`src/rtl/ps2_key_tracker_if.sv`:
```
// Byte-in / event-out handshake between the PS/2 byte receiver, the key tracker
// and the game logic.
interface ps2_key_tracker_if;
  logic [7:0] code_i;
  logic       code_valid_i;
  logic       event_valid_o;
  logic [3:0] event_idx_o;
  logic       event_make_o;
  logic       event_rpt_o;

  modport master (
    output code_i, code_valid_i,
    input  event_valid_o, event_idx_o, event_make_o, event_rpt_o
  );

  modport slave (
    input  code_i, code_valid_i,
    output event_valid_o, event_idx_o, event_make_o, event_rpt_o
  );
endinterface

```
`src/rtl/ps2_key_tracker.sv`:
```
// Tracks make/break state of N_KEYS PS/2 set-2 scan codes, with E0/F0 prefix
// handling, one-cycle key events and a tick-sampled vector that keeps short taps.
//
// state     | meaning
// S_IDLE    | no prefix pending
// S_EXT     | E0 seen
// S_BRK     | F0 seen
// S_EXT_BRK | E0 and F0 seen (either order)
module ps2_key_tracker #(
  parameter int                    N_KEYS    = 6,
  parameter logic [N_KEYS*8-1:0]   KEY_CODES = {8'h1d, 8'h23, 8'h5a, 8'h2d, 8'h4b, 8'h24},
  parameter logic [N_KEYS-1:0]     EXT_MASK  = '0,
  parameter int                    TICK_DIV  = 1000000
) (
  input  logic                clk,
  input  logic                rst_n,
  ps2_key_tracker_if.slave    bus,
  output logic [N_KEYS-1:0]   keys_held_o,
  output logic [N_KEYS-1:0]   keys_o,
  output logic                tick_o
);
  localparam int CW = $clog2(TICK_DIV);

  typedef enum logic [1:0] {S_IDLE, S_EXT, S_BRK, S_EXT_BRK} state_t;

  state_t            r_state;
  logic [CW-1:0]     r_cnt;
  logic [N_KEYS-1:0] r_held;
  logic [N_KEYS-1:0] r_latch;
  logic [N_KEYS-1:0] r_keys;

  state_t            w_next;
  logic              w_cand;
  logic              w_ext;
  logic              w_brk;
  logic              w_hit;
  logic [3:0]        w_idx;
  logic [N_KEYS-1:0] w_mask;
  logic [N_KEYS-1:0] w_set;
  logic [N_KEYS-1:0] w_clr;
  logic              w_tick;

  always_comb begin
    w_next = r_state;
    w_cand = 1'b0;
    w_ext  = (r_state == S_EXT) || (r_state == S_EXT_BRK);
    w_brk  = (r_state == S_BRK) || (r_state == S_EXT_BRK);
    if (bus.code_valid_i) begin
      if (bus.code_i == 8'he0) begin
        w_next = (r_state == S_IDLE || r_state == S_EXT) ? S_EXT : S_EXT_BRK;
      end else if (bus.code_i == 8'hf0) begin
        w_next = (r_state == S_IDLE || r_state == S_BRK) ? S_BRK : S_EXT_BRK;
      end else begin
        w_cand = 1'b1;
        w_next = S_IDLE;
      end
    end
  end

  // Scan from the top so the lowest matching index is the one left standing.
  always_comb begin
    w_hit = 1'b0;
    w_idx = 4'd0;
    for (int i = N_KEYS - 1; i >= 0; i--) begin
      if (KEY_CODES[8*i +: 8] == bus.code_i && EXT_MASK[i] == w_ext) begin
        w_hit = 1'b1;
        w_idx = 4'(i);
      end
    end
    w_mask = N_KEYS'(1) << w_idx;
    w_set  = (w_cand && w_hit && !w_brk) ? w_mask : '0;
    w_clr  = (w_cand && w_hit &&  w_brk) ? w_mask : '0;
  end

  assign w_tick = (r_cnt == CW'(TICK_DIV - 1));

  always_ff @(posedge clk or negedge rst_n) begin
    if (!rst_n) begin
      r_state           <= S_IDLE;
      r_cnt             <= '0;
      r_held            <= '0;
      r_latch           <= '0;
      r_keys            <= '0;
      bus.event_valid_o <= 1'b0;
      bus.event_idx_o   <= 4'd0;
      bus.event_make_o  <= 1'b0;
      bus.event_rpt_o   <= 1'b0;
    end else begin
      r_state           <= w_next;
      r_cnt             <= w_tick ? '0 : r_cnt + 1'b1;
      r_held            <= (r_held & ~w_clr) | w_set;
      bus.event_valid_o <= w_cand && w_hit;
      if (w_cand && w_hit) begin
        bus.event_idx_o  <= w_idx;
        bus.event_make_o <= !w_brk;
        bus.event_rpt_o  <= |(r_held & w_set);
      end
      // A make landing on the tick edge is carried into the next window.
      if (w_tick) begin
        r_keys  <= r_held | r_latch;
        r_latch <= w_set;
      end else begin
        r_latch <= r_latch | w_set;
      end
    end
  end

  assign keys_held_o = r_held;
  assign keys_o      = r_keys;
  assign tick_o      = w_tick;
endmodule
```
`src/flat_wrapper.sv`:
```
// flat-port wrapper written by rule: the top's interface ports become plain ports
module ps2_key_tracker_flat 
#(
  parameter int                    N_KEYS    = 6,
  parameter logic [N_KEYS*8-1:0]   KEY_CODES = {8'h1d, 8'h23, 8'h5a, 8'h2d, 8'h4b, 8'h24},
  parameter logic [N_KEYS-1:0]     EXT_MASK  = '0,
  parameter int                    TICK_DIV  = 1000000
)
  (clk, rst_n, keys_held_o, keys_o, tick_o, bus_code_i, bus_code_valid_i, bus_event_valid_o, bus_event_idx_o, bus_event_make_o, bus_event_rpt_o);
  ps2_key_tracker_if bus_i ();
  input  logic clk;
  input  logic rst_n;
  output logic [N_KEYS-1:0] keys_held_o;
  output logic [N_KEYS-1:0] keys_o;
  output logic tick_o;
  input wire logic [$bits(bus_i.code_i)-1:0] bus_code_i;
  input wire logic [$bits(bus_i.code_valid_i)-1:0] bus_code_valid_i;
  output wire logic [$bits(bus_i.event_valid_o)-1:0] bus_event_valid_o;
  output wire logic [$bits(bus_i.event_idx_o)-1:0] bus_event_idx_o;
  output wire logic [$bits(bus_i.event_make_o)-1:0] bus_event_make_o;
  output wire logic [$bits(bus_i.event_rpt_o)-1:0] bus_event_rpt_o;
  assign bus_i.code_i = bus_code_i;
  assign bus_i.code_valid_i = bus_code_valid_i;
  assign bus_event_valid_o = bus_i.event_valid_o;
  assign bus_event_idx_o = bus_i.event_idx_o;
  assign bus_event_make_o = bus_i.event_make_o;
  assign bus_event_rpt_o = bus_i.event_rpt_o;
  ps2_key_tracker #(.N_KEYS(N_KEYS), .KEY_CODES(KEY_CODES), .EXT_MASK(EXT_MASK), .TICK_DIV(TICK_DIV)) u_core (.clk(clk), .rst_n(rst_n), .bus(bus_i), .keys_held_o(keys_held_o), .keys_o(keys_o), .tick_o(tick_o));
endmodule
```
`config.mk`:
```
export PLATFORM = sky130hd
export DESIGN_NAME = ps2_key_tracker_flat
export DESIGN_NICKNAME = d
export VERILOG_FILES = /design/src/rtl/ps2_key_tracker_if.sv /design/src/rtl/ps2_key_tracker.sv /design/src/flat_wrapper.sv
export SDC_FILE = /design/constraint.sdc
export NUM_CORES = 1
export LEC_CHECK = 0
export ABC_AREA = 1
export ABC_CLOCK_PERIOD_IN_PS = 3950
export CORE_MARGIN = 4
export CORE_UTILIZATION = 39
export CTS_CLUSTER_SIZE = 25
export DETAILED_ROUTE_END_ITERATION = 12
export DONT_BUFFER_PORTS = 1
export MAX_ROUTING_LAYER = met4
export PLACE_DENSITY = 0.5
export REMOVE_ABC_BUFFERS = 1
export SYNTH_ARGS = -nofsm -noshare
export SYNTH_HDL_FRONTEND = slang
export SYNTH_SLANG_ARGS = --single-unit
```
`constraint.sdc`:
```
create_clock -name clk -period 3.95 [get_ports clk]
set_input_delay 0.79 -clock clk [delete_from_list [all_inputs] [get_ports clk]]
set_output_delay 0.79 -clock clk [all_outputs]
set_load 0.02 [all_outputs]
```
==> summary.txt, run 1 <==
STA
  • Period utilization: 70.8%
  • Count of final setup violators: 0
  • Final Slew Violations: 0
  • Max Clk Rate: 0.358 GHz
  • WHS: 0.171 ns
  • Final Skew: 0.00787 ns
  • Final hold violations: 0
  • RSZ-0062 raised after global routing: false
  • Setup TNS Final: 0 ns
  • Tmin final: 2.80 ns
  • Worst-Margin Slew: 0.697 ns
  • Worst slew margin: 53.4%

Die
  • Die Y: 87.2 um
  • Initial Util: 40.8%
  • Core area: 5990 sq um
  • I/O pin count: 31
  • Die X: 87.2 um
  • Die Area: 7600 sq um
  • Row count: 28

Logic synthesis
  • Syn Area/Cell: 7.86 sq um
  • Register area share after synthesis: 47.1%
  • Unique masters post-synth: 30
  • Largest cells by area after synthesis: dfrtp_1 (47%), nand2_1 (9.8%), inv_1 (6.6%)
  • Ys Warns: 0
  • Yosys top cell area share: 47.1%
  • Synth Register Bits: 46
  • Cell Area, Synth: 2440 sq um
  • Synth Instances: 311
  • Synth area leader: dfrtp_1

Power and ir drop
  • Reg power frac: 59.7%
  • P_int: 640 uW
  • Combinational power share: 3.7%
  • Leakage power: 0.00132 uW
  • Sw Share: 25.3%
  • Switching power: 217 uW
  • PD cells: 328 nW/um^2
  • Peak supply drop: 0.205 mV
  • Clock power frac: 36.6%

Global route
  • GRT Residual Overflow: 0
  • Largest net degree at the start of global routing: 47
  • Initial antenna violation count: 0
  • First-pass GRT wire length: 9270 um
  • Vias in the first global route: 1957
  • Gr usage total: 16.1%

Detailed routing
  • Post-route antenna net violation count: 0
  • Via count: 1953
  • Final WL: 5460 um
  • Drt via density: 5.01
  • Number of remaining DRC errors: 0
  • DR pass1 iterations: 4
  • Starting DRT DRC Count: 72
  • Avg WL per Cell: 14.0 um

Placement
  • Dpl hpwl: 4100 um
  • Placed cells: 382
  • RD Place Congestion: 0.870
  • Buffers on Ports: 0

Worst setup path
  • Flop2flop setup slack: 1.84 ns
  • CP endpoint kind: output pin
  • Crit path launch type: flip-flop
  • Crit-path max cell delay: 0.55 ns
  • Largest fanout on the critical path: 5
  • R2R Path Start: u_core.r_cnt[0]
  • CP most frequent cell: nor2_1
  • Critical path startpoint: u_core.r_cnt[0]
  • Worst r2r dst: u_core.r_cnt[0]
  • Critical path arrival: 2.01 ns
  • Critical Path Slowest Stage Cell: nor2_1
  • Critical path class: flip-flop to output pin
  • CP Capture Point: tick_o
  • Worst r2r path cells: 7
  • CP Data Required Time: 3.16 ns
  • CP Cell Sequence: ha_1, nand3_1, nor2_1, nand2_1, nor2_1, inv_1, nor2_1

Finish
  • Layout Nets: 326
  • Antenna cells: 0
  • Commonest non-fill, non-tap cell in the layout: nand2_1
  • Most frequent cells in the layout: nand2_1 (64), dfrtp_1 (46), inv_1 (43)
  • Share of layout cells above drive strength 1: 8.89%
  • Non-filler cells, final: 390
  • Area growth, synth to finish: 7.07%

Clock tree
  • CTS Buffer Depth: 2
  • Sink Count: 46
  • Clk_lat worst skew: 0.30 ns
  • CTS Buf Count: 5
  • H-tree level count: 2
  • Root Buffer: clkbuf_8
  • CTS-repair resized insts: 0
  • Cts hold-fix bufs: 0
  • Setup Fix Bufs, Post-CTS: 0
  • CTS tree: done
  • Clk slew on worst S/H paths: 0.09 ns

Worst hold path
  • Hold crit path type: primary input to async pin

Run
  • Max cap viols: 0

Run status
  • Status: finished, final reports clean
## synth_stat cells
| master | instances |
|---|---|
| o21ai_0 | 21 |
| nor2_2 | 4 |
| xor2_1 | 8 |
| a21oi_1 | 5 |
| nand3_2 | 2 |
| inv_2 | 4 |
| nor3_2 | 1 |
| nor2_1 | 37 |
| nor4_1 | 3 |
| nand2_2 | 4 |
| a31oi_1 | 3 |
| nand3_1 | 21 |
| conb_1 | 1 |
| nor2_8 | 1 |
| or2_2 | 1 |
| buf_2 | 1 |
| inv_1 | 43 |
| a21oi_4 | 1 |
| dfrtp_1 | 46 |
| ha_1 | 1 |
| o21a_1 | 3 |
| nand4_1 | 13 |
| nand2_4 | 2 |
| nor3_1 | 12 |
| nand2_1 | 64 |
| xnor2_1 | 3 |
| nor3b_1 | 1 |
| a21boi_0 | 2 |
| buf_4 | 1 |
| clkbuf_1 | 2 |
## metal layers
layer / global-route usage, % / up-vias / part of all wire [%]
li1: - / 1006 / -
met1: 19.3 / 897 / 46
met2: 26.1 / 36 / 48
met3: 4.35 / 14 / 4.0
met4: 5.58 / 0 / 2.4
met5: - / - / 0
## worst min path at each step
| stage | cells past startpoint | slack (ns) | to | startpoint |
|---|---|---|---|---|
| 6_report | 0 | 0.17 | u_core.r_cnt[5] | rst_n |
| 5_1_grt | 0 | 0.14 | u_core.r_cnt[4] | rst_n |
| 4_1_cts | 0 | 0.16 | u_core.r_cnt[3] | rst_n |
| 3_5_place_dp | 2 | 0.47 | u_core.r_latch[2] | u_core.r_latch[2] |
| 3_3_place_gp | 2 | 0.47 | u_core.r_latch[2] | u_core.r_latch[2] |
| 2_1_floorplan | 2 | 0.45 | u_core.r_latch[2] | u_core.r_latch[2] |
## cell families after synthesis
logic type | Yosys count | share of synthesized area [%]
other | 1 | 0.153
AND/OR/NAND/NOR | 166 | 32.0
AO/OA/AOI/OAI | 35 | 8.29
adder cells (fa/ha/maj) | 1 | 0.512
buffers and inverters | 51 | 8.04
flip-flops | 46 | 47.1
XOR/XNOR | 11 | 3.94
## state kept, by name, summed over array words and instances (netlist names)
register	cells
u_core.r_cnt	20
u_core.bus.event_rpt_o	1
u_core.r_state	2
u_core.r_latch	6
u_core.bus.event_valid_o	1
u_core.keys_held_o	6
u_core.keys_o	6
u_core.bus.event_make_o	1
u_core.bus.event_idx_o	3
## worst max-delay path, delay by kind of cell, from the launching register on
kind	cells	cell delay, ns
fa+ha+maj	1	0.19
simple gates	5	1.06
flops	1	0.38
buf+inv	1	0.07
## power groups by stage
stage / logic (uW) / registers, uW / clock network (uW)
3_3_place_gp: 31.5 / 522 / 0
2_1_floorplan: 27.5 / 517 / 0
6_report: 31.8 / 512 / 313
3_5_place_dp: 31.8 / 522 / 0
5_1_grt: 36.6 / 514 / 346
4_1_cts: 31.9 / 513 / 322
## through the flow
stage	utilization (%)	power [uW]	setup WS (ns)	instance area, sq um
floorplan	-	545	1.74	2420
global placement	42.0	554	1.51	2520
detailed placement	42.0	553	1.49	2520
CTS	43.7	867	1.14	2620
global route	43.7	896	0.943	2620
finish	43.7	857	1.15	2620
## cell type report
class	instances	area, sq um
clock buffer	6	82.6
clock inverter	2	16.3
fill	621	3370
inverter	47	176
multi-input combinational	214	1100
sequential	46	1150
tap	75	93.8
Power figures use the tool's default switching activity.
==> inputs of run 2 (changes only) <==
--- a/config.mk
+++ b/config.mk
@@ -6,7 +6,7 @@
 export NUM_CORES = 1
 export LEC_CHECK = 0
 export ABC_AREA = 1
-export ABC_CLOCK_PERIOD_IN_PS = 3950
+export ABC_CLOCK_PERIOD_IN_PS = 2900
 export CORE_MARGIN = 4
 export CORE_UTILIZATION = 39
 export CTS_CLUSTER_SIZE = 25
==> constraint.sdc (replaced) <==
create_clock -name clk -period 2.9 [get_ports clk]
set_input_delay 0.58 -clock clk [delete_from_list [all_inputs] [get_ports clk]]
set_output_delay 0.58 -clock clk [all_outputs]
set_load 0.02 [all_outputs]
==> summary.txt, run 2 (same netlist as run 1, synthesis figures left out) <==
Power and ir drop
  • Leakage power: 0.00135 uW
  • Reg power frac: 55.7%
  • P_int: 942 uW
  • PD cells: 469 nW/um^2
  • Clock power frac: 39.5%
  • Switching power: 309 uW
  • Combinational power share: 4.8%
  • Peak supply drop: 0.263 mV
  • Sw Share: 24.7%

Finish
  • Commonest non-fill, non-tap cell in the layout: nand2_1
  • Layout Nets: 328
  • Area growth, synth to finish: 9.22%
  • Final instance area: 2670 sq um
  • Area of the multi-input gates: 1100 sq um
  • Top reg by flops: u_core.r_cnt
  • Reg area: 1150 sq um
  • Max reg flops: 20
  • FILL cells: 621
  • Antenna cells: 0
  • Share of layout cells above drive strength 1: 9.46%
  • Most frequent cells in the layout: nand2_1 (64), dfrtp_1 (46), inv_1 (43)
  • Non-filler cells, final: 392

STA
  • Count of final setup violators: 0
  • Setup TNS Final: 0 ns
  • Worst-Margin Slew: 0.682 ns
  • Tmin final: 2.60 ns
  • Final hold violations: 0
  • Worst slew margin: 54.3%
  • Final Slew Violations: 0
  • Period utilization: 89.5%
  • RSZ-0062 raised after global routing: false
  • Max Clk Rate: 0.385 GHz
  • Final Skew: 0.00847 ns

Global route
  • First-pass GRT wire length: 9460 um
  • Initial antenna violation count: 0
  • Largest net degree at the start of global routing: 47
  • GRT Residual Overflow: 0
  • Gr usage total: 16.4%
  • Vias in the first global route: 2058

Detailed routing
  • Avg WL per Cell: 13.9 um
  • Via count: 1949
  • DR pass1 iterations: 4
  • Final WL: 5440 um
  • Number of remaining DRC errors: 0
  • Starting DRT DRC Count: 68
  • Post-route antenna net violation count: 0
  • Drt via density: 4.97

Die
  • Die Y: 87.2 um
  • Initial Util: 40.8%
  • I/O pin count: 31
  • Core area: 5990 sq um
  • Row count: 28
  • Die X: 87.2 um
  • Die Area: 7600 sq um

Clock tree
  • CTS Buffer Depth: 2
  • Root Buffer: clkbuf_8
  • CTS tree: done
  • CTS Buf Count: 5
  • H-tree level count: 2
  • Clk slew on worst S/H paths: 0.09 ns
  • Clk_lat worst skew: 0.30 ns
  • Sink Count: 46

Placement
  • RD Place Congestion: 0.921
  • Dpl hpwl: 4030 um
  • Dpl cell area: 2520 sq um
  • Placed cells: 383
  • Buffers on Ports: 0

Worst setup path
  • CP Cell Sequence: ha_1, nand3_1, nor2_1, nand2_1, nor2_1, inv_1, nor2_1
  • Largest fanout on the critical path: 5
  • Critical path arrival: 2.02 ns
  • CP Data Required Time: 2.32 ns
  • Crit-path max cell delay: 0.54 ns
  • Critical path class: flip-flop to output pin
  • CP most frequent cell: nor2_1
  • Worst r2r path cells: 9
  • Crit path launch type: flip-flop
  • CP endpoint kind: output pin
  • Critical Path Slowest Stage Cell: nor2_1

Worst hold path
  • Hold crit path type: primary input to async pin

Run
  • Max cap viols: 0

Run status
  • Status: finished, final reports clean
[run 2: final timing paths]
path,startpoint,end,slack (ns)
setup / recovery,u_core.r_cnt[0],tick_o,0.30
hold / removal,rst_n,u_core.r_cnt[1],0.12
setup reg to reg,u_core.r_cnt[0],u_core.keys_o[4],0.87
hold reg to reg,u_core.r_latch[2],u_core.r_latch[2],0.49
max in group asynchronous,rst_n,u_core.r_cnt[11],2.58
min in group clk,bus_code_valid_i,u_core.r_state[0],0.45
[run 2: metal layers]
layer	vias up	GRT usage [%]	wire [um]
met1	890	19.8	2450
met3	8	3.69	260
met4	0	5.58	85
li1	1013	-	-
met5	-	-	0
met2	38	27.0	2640
[run 2: cell type report]
class,count,share of cell area [%]
Sequential cell,46,43.1
Clock inverter,3,1.78
Multi-Input combinational cell,214,41.1
Tap cell,75,3.52
Timing Repair Buffer,2,1.31
Inverter,47,6.61
Clock buffer,5,2.58
[run 2: worst max-delay path, delay by kind of cell (launching register included)]
kind / cells / cell delay [ns]
AND/OR/NAND/NOR: 5 / 1.05
flip-flops: 1 / 0.38
adder cells (fa/ha/maj): 1 / 0.19
buffers and inverters: 1 / 0.09
[run 2: power groups by stage]
stage                     clock network, uW  registers, uW  logic, uW
after CTS                               511            697       61.4
after detailed placement                  0            710       43.5
final                                   494            697       59.8
after global placement                    0            710       43.3
after floorplan                           0            704       37.5
after global routing                    538            700       71.4
[run 2: through the flow]
step                setup WS (ns)  total power, uW  utilization (%)  hold WS (ns)
global route               0.0336             1310             44.5         0.119
floorplan                   0.898              742                -         0.284
detailed placement          0.675              754             42.1         0.286
global placement            0.721              753             42.1         0.286
finish                      0.305             1250             44.5         0.116
CTS                         0.313             1270             44.5         0.118
[run 2: what timing repair did]
item	4_1_cts	5_1_grt
gates resized for setup	0	0
hold buffers	1	0
buffers inserted	0	0
hold endpoints to repair	46	0
setup endpoints to repair	0	0
==> inputs of run 3 (changes only) <==
--- a/config.mk
+++ b/config.mk
@@ -7,13 +7,13 @@
 export LEC_CHECK = 0
 export ABC_AREA = 1
 export ABC_CLOCK_PERIOD_IN_PS = 2900
+export BUFFER_PORTS_ARGS = -buffer_cell sky130_fd_sc_hd__buf_2
 export CORE_MARGIN = 4
 export CORE_UTILIZATION = 39
 export CTS_CLUSTER_SIZE = 25
 export DETAILED_ROUTE_END_ITERATION = 12
-export DONT_BUFFER_PORTS = 1
 export MAX_ROUTING_LAYER = met4
-export PLACE_DENSITY = 0.5
+export PLACE_DENSITY = 0.54
 export REMOVE_ABC_BUFFERS = 1
 export SYNTH_ARGS = -nofsm -noshare
 export SYNTH_HDL_FRONTEND = slang
==> summary.txt, run 3 (same netlist as run 1, synthesis figures left out) <==
Run status
  • Status: finished, final reports clean

Finish
  • FILL cells: 628
  • Area growth, synth to finish: 14.0%
  • Final core utilization: 46.5%
  • Commonest non-fill, non-tap cell in the layout: nand2_1
  • Non-filler cells, final: 421
  • Layout Nets: 357
  • Most frequent cells in the layout: nand2_1 (64), dfrtp_1 (46), inv_1 (43)
  • Share of layout cells above drive strength 1: 17.1%
  • Top reg by flops: u_core.r_cnt
  • Antenna cells: 0
  • Max reg flops: 20

Placement
  • Dpl hpwl: 4190 um
  • RD Place Congestion: 0.898
  • Buffers on Ports: 29
  • Placed cells: 413

Detailed routing
  • Number of remaining DRC errors: 0
  • Avg WL per Cell: 12.6 um
  • Post-route antenna net violation count: 0
  • DR pass1 iterations: 4
  • Via count: 2019
  • Drt via density: 4.80
  • Final WL: 5310 um
  • Starting DRT DRC Count: 47

Worst hold path
  • Hold crit path type: primary input to async pin

Worst setup path
  • CP endpoint kind: output pin
  • Crit-path max cell delay: 0.37 ns
  • Critical Path Slowest Stage Cell: dfrtp_1
  • Largest fanout on the critical path: 5
  • Flop2flop setup slack: 1.01 ns
  • Worst r2r dst: u_core.r_cnt[12]
  • Critical path startpoint: u_core.r_cnt[0]
  • Critical path arrival: 1.99 ns
  • Critical path class: flip-flop to output pin
  • CP most frequent cell: nor2_1
  • CP Data Required Time: 2.32 ns
  • CP Cell Sequence: ha_1, nand3_1, nor2_1, nand2_1, nor2_1, inv_1, nor2_1, buf_2
  • Worst r2r path cells: 8
  • Crit path launch type: flip-flop
  • R2R Path Start: u_core.r_cnt[0]

Power and ir drop
  • Sw Share: 23.9%
  • Combinational power share: 8.8%
  • Clock power frac: 37.3%
  • Switching power: 298 uW
  • Peak supply drop: 0.354 mV
  • Tot Pwr: 1240 uW
  • PD cells: 447 nW/um^2
  • Reg power frac: 53.9%
  • Leakage power: 0.00148 uW
  • P_int: 946 uW

Clock tree
  • CTS tree: done
  • Sink Count: 46
  • CTS Buffer Depth: 2
  • Root Buffer: clkbuf_8
  • CTS-repair resized insts: 0
  • Clk slew on worst S/H paths: 0.08 ns
  • Clk_lat worst skew: 0.29 ns
  • H-tree level count: 2
  • CTS Buf Count: 5
  • Cts hold-fix bufs: 0
  • Setup Fix Bufs, Post-CTS: 0

STA
  • WHS: 0.149 ns
  • RSZ-0062 raised after global routing: false
  • Count of final setup violators: 0
  • Final hold violations: 0
  • Tmin final: 2.57 ns
  • Final Slew Violations: 0
  • Final Skew: 0.00437 ns
  • Period utilization: 88.5%
  • Max Clk Rate: 0.390 GHz
  • Setup TNS Final: 0 ns

Global route
  • Initial antenna violation count: 0
  • GRT Residual Overflow: 0
  • Largest net degree at the start of global routing: 36
  • First-pass GRT wire length: 9320 um
  • Vias in the first global route: 2015
  • Gr usage total: 15.9%

Die
  • Core area: 5990 sq um
  • Die X: 87.2 um
  • Row count: 28
  • Die Area: 7600 sq um
  • Die Y: 87.2 um
  • Initial Util: 40.8%
  • I/O pin count: 31

Run
  • Max cap viols: 0
run 3: cell types whose count changed in the layout (fill, tap and decap cells not counted):
cell,change
clkinv_2,+2
buf_2,+29
inv_6,-2
buf_4,+1
buf_16,-1
run 3: per-stage QoR:
step / instance area (sq um) / setup WS (ns)
finish: 2790 / 0.335
global route: 2790 / 0.0634
CTS: 2790 / 0.324
detailed placement: 2680 / 0.660
global placement: 2680 / 0.722
floorplan: 2420 / 0.898
run 3: routing by layer:
| metal | GRT usage [%] | wire length, um |
|---|---|---|
| met5 | - | 0 |
| met3 | 3.03 | 150 |
| met4 | 3.91 | 40 |
| met1 | 21.3 | 2660 |
| met2 | 25.0 | 2460 |
run 3: how the worst max path moves through the flow:
stage / slack [ns] / to / cells after the start
CTS: 0.32 / tick_o / 8
global placement: 0.72 / tick_o / 8
detailed placement: 0.66 / tick_o / 8
global route: 0.06 / tick_o / 8
finish: 0.33 / tick_o / 8
floorplan: 0.90 / tick_o / 7
run 3: power by group through the flow:
stage | sequential [uW] | clock, uW | combinational (uW)
after floorplan | 704 | 0 | 37.5
after global placement | 684 | 0 | 110
after detailed placement | 684 | 0 | 111
after CTS | 672 | 482 | 111
after global routing | 675 | 508 | 122
final | 671 | 464 | 109
run 3: cell type report:
type                    instances  area [sq um]  area share, %
clock buffers                   5          68.8           2.47
inverters                      47           176           6.33
flip-flops and latches         46          1150           41.3
well taps                      75          93.8           3.37
repair buffers                 31           160           5.75
clock inverters                 3          40.0           1.44
multi-input cells             214          1100           39.3
run 3: critical path, delay by kind of cell, from the launching register on:
family / cells / cell delay [ns]
simple gates: 5 / 0.81
fa+ha+maj: 1 / 0.19
flops: 1 / 0.37
buf+inv: 2 / 0.32
